**config.mk**
```make
export PLATFORM = sky130hd
export DESIGN_NAME = led_frame_sequencer
export DESIGN_NICKNAME = d
export VERILOG_FILES = /design/src/rtl/led_frame_sequencer.sv
export SDC_FILE = /design/constraint.sdc
export NUM_CORES = 1
export LEC_CHECK = 0
export BUFFER_PORTS_ARGS = -buffer_cell sky130_fd_sc_hd__buf_2
export CAP_MARGIN = 25
export CELL_PAD_IN_SITES_DETAIL_PLACEMENT = 0
export CELL_PAD_IN_SITES_GLOBAL_PLACEMENT = 2
export CORE_ASPECT_RATIO = 0.5
export CORE_MARGIN = 2
export CORE_UTILIZATION = 40
export DETAILED_ROUTE_END_ITERATION = 16
export PLACE_DENSITY_LB_ADDON = 0.1
export SETUP_SLACK_MARGIN = 0.5
export SLEW_MARGIN = 20
export SYNTH_ARGS = -nofsm -noshare
export SYNTH_HDL_FRONTEND = slang
export SYNTH_SLANG_ARGS = --single-unit
```
**constraint.sdc**
```tcl
create_clock -name clk -period 3.27 [get_ports clk]
set_clock_uncertainty 0.05 [all_clocks]
set_input_delay 0.1635 -clock clk [delete_from_list [all_inputs] [get_ports clk]]
set_output_delay 0.1635 -clock clk [all_outputs]
set_load 0.01 [all_outputs]
```
**src/rtl/led_frame_sequencer.sv**
```systemverilog
// Frame-index generator for the LED animation pattern decoders: divides clk down to the
// frame rate and steps a 5-bit index 0..LAST_FRAME with one-shot/loop, pause, stop, restart.
module led_frame_sequencer #(
    parameter int CLK_HZ     = 50_000_000,
    parameter int FRAME_HZ   = 10,
    parameter int LAST_FRAME = 16
) (
    input  logic       clk,
    input  logic       rst_n,
    input  logic       start_i,
    input  logic       stop_i,
    input  logic       pause_i,
    input  logic       loop_en_i,
    output logic [4:0] frame_o,
    output logic       tick_o,
    output logic       running_o,
    output logic       done_o
);

    localparam int DIV = CLK_HZ / FRAME_HZ;
    localparam int PW  = (DIV > 1) ? $clog2(DIV) : 1;
    localparam logic [PW-1:0] PRESC_MAX = PW'(DIV - 1);
    localparam logic [4:0]    LAST      = 5'(LAST_FRAME);

    typedef enum logic [1:0] {
        IDLE   = 2'd0,
        RUN    = 2'd1,
        PAUSED = 2'd2
    } state_t;

    state_t          state_r, state_s;
    logic [PW-1:0]   presc_r, presc_s;
    logic [4:0]      frame_r, frame_s;
    logic            tick_r, tick_s;
    logic            done_r, done_s;
    logic            running_r, running_s;

    // Next-state and next-output logic; stop beats start beats pause.
    always_comb begin
        state_s = state_r;
        presc_s = presc_r;
        frame_s = frame_r;
        tick_s  = 1'b0;
        done_s  = 1'b0;
        if (stop_i) begin
            state_s = IDLE;
            presc_s = '0;
            frame_s = '0;
        end else begin
            case (state_r)
                IDLE: begin
                    if (start_i) begin
                        state_s = RUN;
                        presc_s = '0;
                        frame_s = '0;
                    end else begin
                        state_s = IDLE;
                    end
                end
                RUN: begin
                    if (start_i) begin
                        presc_s = '0;
                        frame_s = '0;
                    end else if (pause_i) begin
                        state_s = PAUSED;
                    end else if (presc_r == PRESC_MAX) begin
                        presc_s = '0;
                        tick_s  = 1'b1;
                        // Any index at or beyond LAST wraps, so frame_o can never exceed it.
                        if (frame_r < LAST) begin
                            frame_s = frame_r + 5'd1;
                        end else begin
                            frame_s = '0;
                            if (loop_en_i) begin
                                state_s = RUN;
                            end else begin
                                state_s = IDLE;
                                done_s  = 1'b1;
                            end
                        end
                    end else begin
                        presc_s = presc_r + PW'(1);
                    end
                end
                PAUSED: begin
                    if (start_i || pause_i) begin
                        state_s = RUN;
                    end else begin
                        state_s = PAUSED;
                    end
                end
                default: begin
                    state_s = IDLE;
                    presc_s = '0;
                    frame_s = '0;
                end
            endcase
        end
        running_s = (state_s != IDLE);
    end

    // State, prescaler and registered outputs.
    always_ff @(posedge clk or negedge rst_n) begin
        if (!rst_n) begin
            state_r   <= IDLE;
            presc_r   <= '0;
            frame_r   <= '0;
            tick_r    <= 1'b0;
            done_r    <= 1'b0;
            running_r <= 1'b0;
        end else begin
            state_r   <= state_s;
            presc_r   <= presc_s;
            frame_r   <= frame_s;
            tick_r    <= tick_s;
            done_r    <= done_s;
            running_r <= running_s;
        end
    end

    assign frame_o   = frame_r;
    assign tick_o    = tick_r;
    assign running_o = running_r;
    assign done_o    = done_r;

endmodule

```
# Word level (Yosys, flattened, before mapping)
# Index checks and enable logic that the tools add are counted.
# word_totals
reg_bits	33
word_cells	55
input_bits	6
# op_classes
addsub	2
reduce_logical	5
muxes	34
n_eq_ne	7
order_cmp	1
# ops
op	n
23-bit 2-to-1 mux	5
23-bit one-hot mux with 3 select lines	1
5-bit 2-to-1 mux	6
23-bit by 1-bit adder with 23-bit output, second input constant	1
23-bit equality test, second input constant	1
5-bit one-hot mux with 3 select lines	1
1-bit 2-to-1 mux	14
2-bit 2-to-1 mux	6
4-bit != test, second input constant	2
2-bit one-hot mux with 3 select lines	1
5-bit by 1-bit adder with 5-bit output, second input constant	1
5-bit < comparator, second input constant	1
4-bit AND reduction	1
3-bit != test, second input constant	1
3-bit AND reduction	1
2-bit by 1-bit equality test with 1-bit output, second input constant	1
2-bit equality test, second input constant	1
2-bit zero test	1
2-bit != test, second input constant	1
2-bit nonzero test	1
1-bit logical OR	1

# Logic depth before layout (Yosys ltp)
# Gate-level depths: netlist (run 1).
# logic_depth
word_depth	8
mapped_depth	8
mapped_depth_nobuf	5

# Worst setup path before layout (run 1)
# No wires, ideal clock.
# synth_timing
kind	register to register
from	register presc_r[18]
to	register presc_r[11]
t_arrival_ps	1777
period_less_slack_ps	1945
required_time_ps	3101
path_stages_with_launch	8
slack_ps	1325
n_path_buf	2
cell_sequence	dfrtp_1 -> nand2_1 -> or4_4 -> nor4b_4 -> nand2b_1 -> buf_6 -> buf_6 -> nor2_1
# synth_via
elab_chain_cells	6
# synth_rtl
item	line_no	source
from (decl)	32	logic [PW-1:0] presc_r, presc_s;
from (signal assigned)	113	presc_r <= presc_s;
23-bit equality test	66	end else if (presc_r == PRESC_MAX) begin
23-bit 2-to-1 mux	66	
23-bit 2-to-1 mux	64	end else if (pause_i) begin
23-bit 2-to-1 mux	61	if (start_i) begin
23-bit one-hot mux with 3 select lines	50	case (state_r)
23-bit 2-to-1 mux	45	if (stop_i) begin
# No other way between the ends. The select of a mux whose other input is x is not followed.
# A chain may end at the register's enable or synchronous reset.

# Final worst setup path (run 1)
# layout_timing
from	register presc_r[18]
to	register frame_r[4] (netlist: frame_o[4])
# layout_via
elab_chain_cells	3
# layout_rtl
item	line_no	source
23-bit equality test	66	
4-bit != test (no line)	--	
4-bit AND reduction (no line)	--	
to (signal assigned)	114	frame_r <= frame_s;
to (decl)	33	logic [4:0] frame_r, frame_s;
# No other way between the ends.

==> metrics.csv, run 1 <==
metric;value;unit
outcome;complete, no violations;
Top Ports;14;
Final setup violation count;0;
grt ovf;0;
# nets final;223;
met1 WL;2290;um
CP Launch Type;flop;
detailed-router iteration count before antenna repair;4;
top cells by area, synth;dfrtp_1 45%, xnor2_1 6.2%, nor2_1 4.9%, nand2_1 4.1%, nand3_1 4.1%;
met3 wire len;174;um
VDD IR max;133;uV
Die Wd;99.8;um
Yosys cell types;39;
gpl congestion;0.793;
met2 WL;1810;um
proportion of layout cells with a drive suffix above 1;13.0;%
Synth top cells by count;33 x dfrtp_1, 24 x nor2_1, 20 x nand2_1;
Slew Viols, Final;0;
worst slack, placed;0.769;ns
#FFs+latches synth;33;
Hold WC Path Type;input port to flop;
Total GRT Usage;18.7;%
Synth area leader;dfrtp_1;
H-tree levels;2;
Core ar.;0.00440;mm2
Synth Net Count;208;
Fill cells;421;
first-pass GRT wire length;7310;um
crit-path max cell delay;0.53;ns
Synth Cell Area;0.00184;mm2
EDFF count, synth;0;
Antenna Nets Post-Route;0;
leak pwr;0.000809;uW
period utilization;69.6;%
max frequency;439;MHz
Worst-Skew Late Latency;0.29;ns
Starting DRT DRC Count;65;
I/O Buffers;13;
Mean Syn Cell Area;9.18;um2
Residual DRC;0;
num rows;17;
wire per inst;15.8;um
# Max-Cap Violations;0;
post-synthesis sequential area ratio;45.0;%
critical path's slowest cell;or4_4;
Crit Path Max Fanout;17;
clk buf depth;2;
worst-margin pin slew;0.753;ns
crit path capture type;flop;
initial antenna violation count;0;
Num CTS Buffers;5;
Top Layer Used;met4;
largest net degree at the start of global routing;34;
DP HPWL;2990;um
# clock sinks;33;
Critical Path AT;2.39;ns
yosys warns;0;
TritonCTS clock tree;built;
min Tclk post-route;2.28;ns
Synth Instances;200;
top cell type's share of synthesized area;45.0;%
Setup TNS;0;ns
Layout area overhead;12.8;%
Required @ worst endpoint;3.38;ns
slew margin rel.;49.8;%
via/cell ratio;5.64;
die extent in y;51.9;um
RSZ-0062 raised after global routing;no;
die area;0.00518;mm2
pwr/cell area;424;mW/mm2
worst-path cell chain;nand2_1 -> or4_4 -> nor4b_4 -> nand2b_2 -> o21ai_0;
clk slew on worst S/H paths;0.08;ns
vias in the first global route;1409;
vias post-DR;1541;
total wire length;4310;um
antenna fix cells;0;
slack of the critical path;0.994;ns
Main synth FF type;dfrtp_1;
CTS root buffer;clkbuf_8;
initial core utilization;41.7;%
ys async rst share;100;%
endpoints failing hold;0;
worst setup path category;flop to flop;
count leader, synth;dfrtp_1;
-- critical path, delay by kind of cell, from the launching register on --
family	cells	cell delay [ns]
simple gates	4	1.53
flops	1	0.45
compound gates	1	0.13
-- metrics by stage --
stage                     power [uW]  util, %  cell area, um2  cells  hold WS, ns
after floorplan                  457        -            1840    200       -0.182
after global placement           476     44.0            1940    264        0.231
after detailed placement         476     44.0            1940    264        0.228
after CTS                        884     47.0            2070    273       0.0616
after global routing             917     47.1            2070    273       0.0623
final                            879     47.1            2070    273       0.0707
-- worst paths after layout --
| kind | startpoint | end | slack (ns) | cells past startpoint |
|---|---|---|---|---|
| worst max-delay path | presc_r[18] | frame_o[4] | 0.99 | 5 |
| worst min-delay path | start_i | state_r[1] | 0.07 | 2 |
| worst max register to register | presc_r[18] | frame_o[4] | 0.99 | 5 |
| worst min register to register | presc_r[1] | presc_r[1] | 0.48 | 2 |
| max in group asynchronous | rst_n | presc_r[12] | 2.25 | 2 |
| min in group asynchronous | rst_n | running_o | 0.42 | 2 |
-- report_power, final --
group / internal (uW) / total [uW] / leakage (uW) / switching (uW)
logic: 14.5 / 50.8 / 0.000295 / 36.3
registers: 412 / 418 / 0.000457 / 5.80
clock network: 248 / 410 / 0.0000574 / 162
-- cells in the final DEF (no fill, tap or decap), drive strengths merged, types with 3 or more instances in the layout --
cell type,count
nor4,9
nor2,24
clkbuf,6
nand4,4
and4,3
nor4b,5
o21ai,4
nand3,15
dfrtp,33
a31oi,4
a211o,4
nand2,20
nand2b,3
xnor2,13
or4,3
o31ai,3
a21oi,6
and2,3
inv,5
buf,14
nor3,10
nor3b,3
-- repair_timing --
action                                  in CTS  in global routing
gates resized for setup                      0                  1
endpoints found under the hold margin       33                  0
hold buffers                                 1                  0
buffers inserted                             0                  0
endpoints found under the setup margin       0                  2
-- kinds of logic (layout without fill, tap and decap cells) --
| kind of cell | count (synthesis) | count (layout) | share of synthesized area, % |
|---|---|---|---|
| simple gates | 110 | 110 | 32.8 |
| buf+inv | 12 | 28 | 3.27 |
| compound gates | 29 | 29 | 11.0 |
| fa+ha+maj | 2 | 2 | 1.36 |
| xor+xnor | 14 | 14 | 6.68 |
| flops | 33 | 33 | 45.0 |
-- per-layer routing --
layer,vias up,GRT usage (%)
met1,750,26.7
li1,763,-
met4,0,5.48
met3,5,5.11
met5,-,0
met2,23,27.9
-- layout make-up --
class / instances / area [um2] / area share (%)
Clock buffer: 6 / 82.6 / 3.99
Multi-Input combinational cell: 155 / 953 / 46.0
Tap cell: 57 / 71.3 / 3.44
Clock inverter: 2 / 37.5 / 1.81
Timing Repair Buffer: 15 / 82.6 / 3.99
Sequential cell: 33 / 826 / 39.9
Inverter: 5 / 18.8 / 0.906
-- sequential cells by signal, indices dropped and copies added (netlist names) --
register   cells
running_o      1
done_o         1
frame_o        5
tick_o         1
presc_r       23
state_r        2
(Power assumes the default switching activity.)
==> inputs of run 2 (changes only) <==
CORE_UTILIZATION = 37   (was 40)
clock period = 2.3 ns   (was 3.27 ns; I/O delays follow)
==> run 2 against run 1 <==
Compared with the run above:
- fmax rose by 24%
- final cell count rose by 12%
- flip-flop and latch count stayed put
- critical path type unchanged
- highest routed layer unchanged
==> metrics.csv, run 2 (synthesis results as in run 1) <==
metric;value;unit;change
Top Ports;14;;unchanged
sw power;288;uW;+41%
die extent in y;53.8;um;+3.7%
min Tclk post-route;1.83;ns;-0.443 ns
worst-path cell chain;and4_4 -> nand4_1 -> or2_4 -> or4_1 -> a21oi_1;;
H-tree levels;2;;unchanged
Slew Viols, Final;0;;unchanged
Sw Share;24.4;%;+1.1 points
Clock Power Share;41.5;%;-5.2 points
CP Launch Type;flop;;
# clock sinks;33;;unchanged
RSZ-0062 raised after global routing;yes;;
grt ovf;0;;unchanged
Worst-Skew Late Latency;0.29;ns;about the same
TritonCTS clock tree;built;;
pwr/cell area;504;mW/mm2;+19%
I/O Buffers;13;;unchanged
outcome;complete, no violations;;
wire per inst;15.0;um;-5.2%
crit path capture type;flop;;
number of flip-flops in the largest register;23;;unchanged
initial core utilization;37.9;%;-3.8 points
worst slack, placed;0.247;ns;-0.521 ns
CTS root buffer;clkbuf_8;;
Setup TNS;0;ns;unchanged
largest reg by FF count;presc_r;;
Num CTS Buffers;5;;unchanged
Residual DRC;0;;unchanged
Power Total;1180;uW;+34%
Crit Path Max Fanout;7;;-10
slack of the critical path;0.467;ns;-0.527 ns
antenna fix cells;0;;unchanged
largest net degree at the start of global routing;34;;unchanged
Antenna Nets Post-Route;0;;unchanged
vias post-DR;1608;;+4.3%
post-layout instance area;0.00234;mm2;+13%
Core ar.;0.00484;mm2;+10%
initial antenna violation count;0;;unchanged
# Max-Cap Violations;0;;unchanged
most common cell after layout, fill and taps aside;dfrtp_1;;
Layout area overhead;27.5;%;
met3 wire len;130;um;-25%
num rows;18;;+1
period utilization;79.7;%;+10 points
clk slew on worst S/H paths;0.07;ns;about the same
detailed-router iteration count before antenna repair;4;;unchanged
via/cell ratio;5.27;;-6.6%
leak pwr;0.000930;uW;+15%
commonest non-fill, non-tap cells in the layout;27 x dfrtp_1, 22 x nor2_1, 18 x nand2_1, 18 x buf_4;;
Required @ worst endpoint;2.47;ns;-0.91 ns
crit-path max cell delay;0.49;ns;-0.04 ns
sequential power share;50.4;%;+2.9 points
met1 WL;2400;um;+4.8%
Critical Path AT;2.00;ns;-0.39 ns
Die Wd;104;um;+3.8%
max frequency;545;MHz;+24%
worst setup path category;flop to flop;;
critical path's slowest cell;or4_1;;
Total GRT Usage;18.7;%;-0.052 points
VDD IR max;214;uV;+62%
endpoints failing hold;0;;unchanged
logic gate share of total power;8.1;%;+2.3 points
Hold WC Path Type;input port to flop;;
reg2reg setup slack;0.47;ns;-0.53 ns
worst-margin pin slew;0.765;ns;+0.0124 ns
first-pass GRT wire length;7940;um;+8.6%
Starting DRT DRC Count;54;;-17%
DP HPWL;3090;um;+3.4%
WHS;0.0178;ns;-0.0529 ns
gpl congestion;0.734;;-7.5%
total wire length;4570;um;+5.9%
proportion of layout cells with a drive suffix above 1;29.4;%;+16 points
Int Pwr;892;uW;+32%
dpl cell area;0.00202;mm2;+3.9%
slew margin rel.;49.0;%;-0.83 points
Final setup violation count;0;;unchanged
Top Layer Used;met4;;
vias in the first global route;1607;;+14%
clk buf depth;2;;unchanged
Crit path max-delay family;simple AND/OR/NAND/NOR gates;;
die area;0.00558;mm2;+7.6%
# nets final;242;;+8.5%
met2 WL;1990;um;+9.9%
CP bufs+invs;0;;unchanged
## run 2: timing repair
item | CTS | global route
hold buffers | 1 | 0
pin swaps | 2 | 11
endpoints found under the hold margin | 33 | 0
buffers inserted | 7 | 6
setup endpoints to repair | 26 | 28
resized for setup | 14 | 18
## run 2: final cells by class
class                      instances  area [um2]
multi-input combinational        155        1060
sequential                        33         833
clock inverter                     1        5.00
fill                             472        2500
timing repair buffer              34         241
inverter                           5        18.8
tap                               70        87.6
clock buffer                       7        96.3
## run 2: power groups by stage
| stage | clock network (uW) | registers (uW) | logic [uW] |
|---|---|---|---|
| 2_1_floorplan | 0 | 600 | 50.4 |
| 3_3_place_gp | 0 | 605 | 82.2 |
| 3_5_place_dp | 0 | 605 | 82.0 |
| 4_1_cts | 506 | 595 | 88.6 |
| 5_1_grt | 540 | 596 | 107 |
| 6_report | 489 | 595 | 95.9 |
## run 2: through the flow
stage | instances | utilization (%)
CTS | 299 | 46.1
detailed placement | 283 | 41.6
finish | 305 | 48.3
floorplan | 200 | -
global route | 305 | 48.3
global placement | 283 | 41.6
## run 2: path summary, 6_finish.rpt
kind / to / cells past startpoint / startpoint
setup reg to reg: presc_r[22] / 5 / presc_r[6]
hold reg to reg: presc_r[1] / 2 / presc_r[1]
hold / removal: state_r[1] / 2 / start_i
min in group asynchronous: state_r[1] / 2 / rst_n
setup / recovery: presc_r[22] / 5 / presc_r[6]
max in group asynchronous: presc_r[15] / 2 / rst_n
## run 2: layer usage
metal  vias up  GRT usage [%]
li1        797              -
met1       787           25.2
met3         8           4.48
met2        16           30.8
met5         -              0
met4         0           5.41
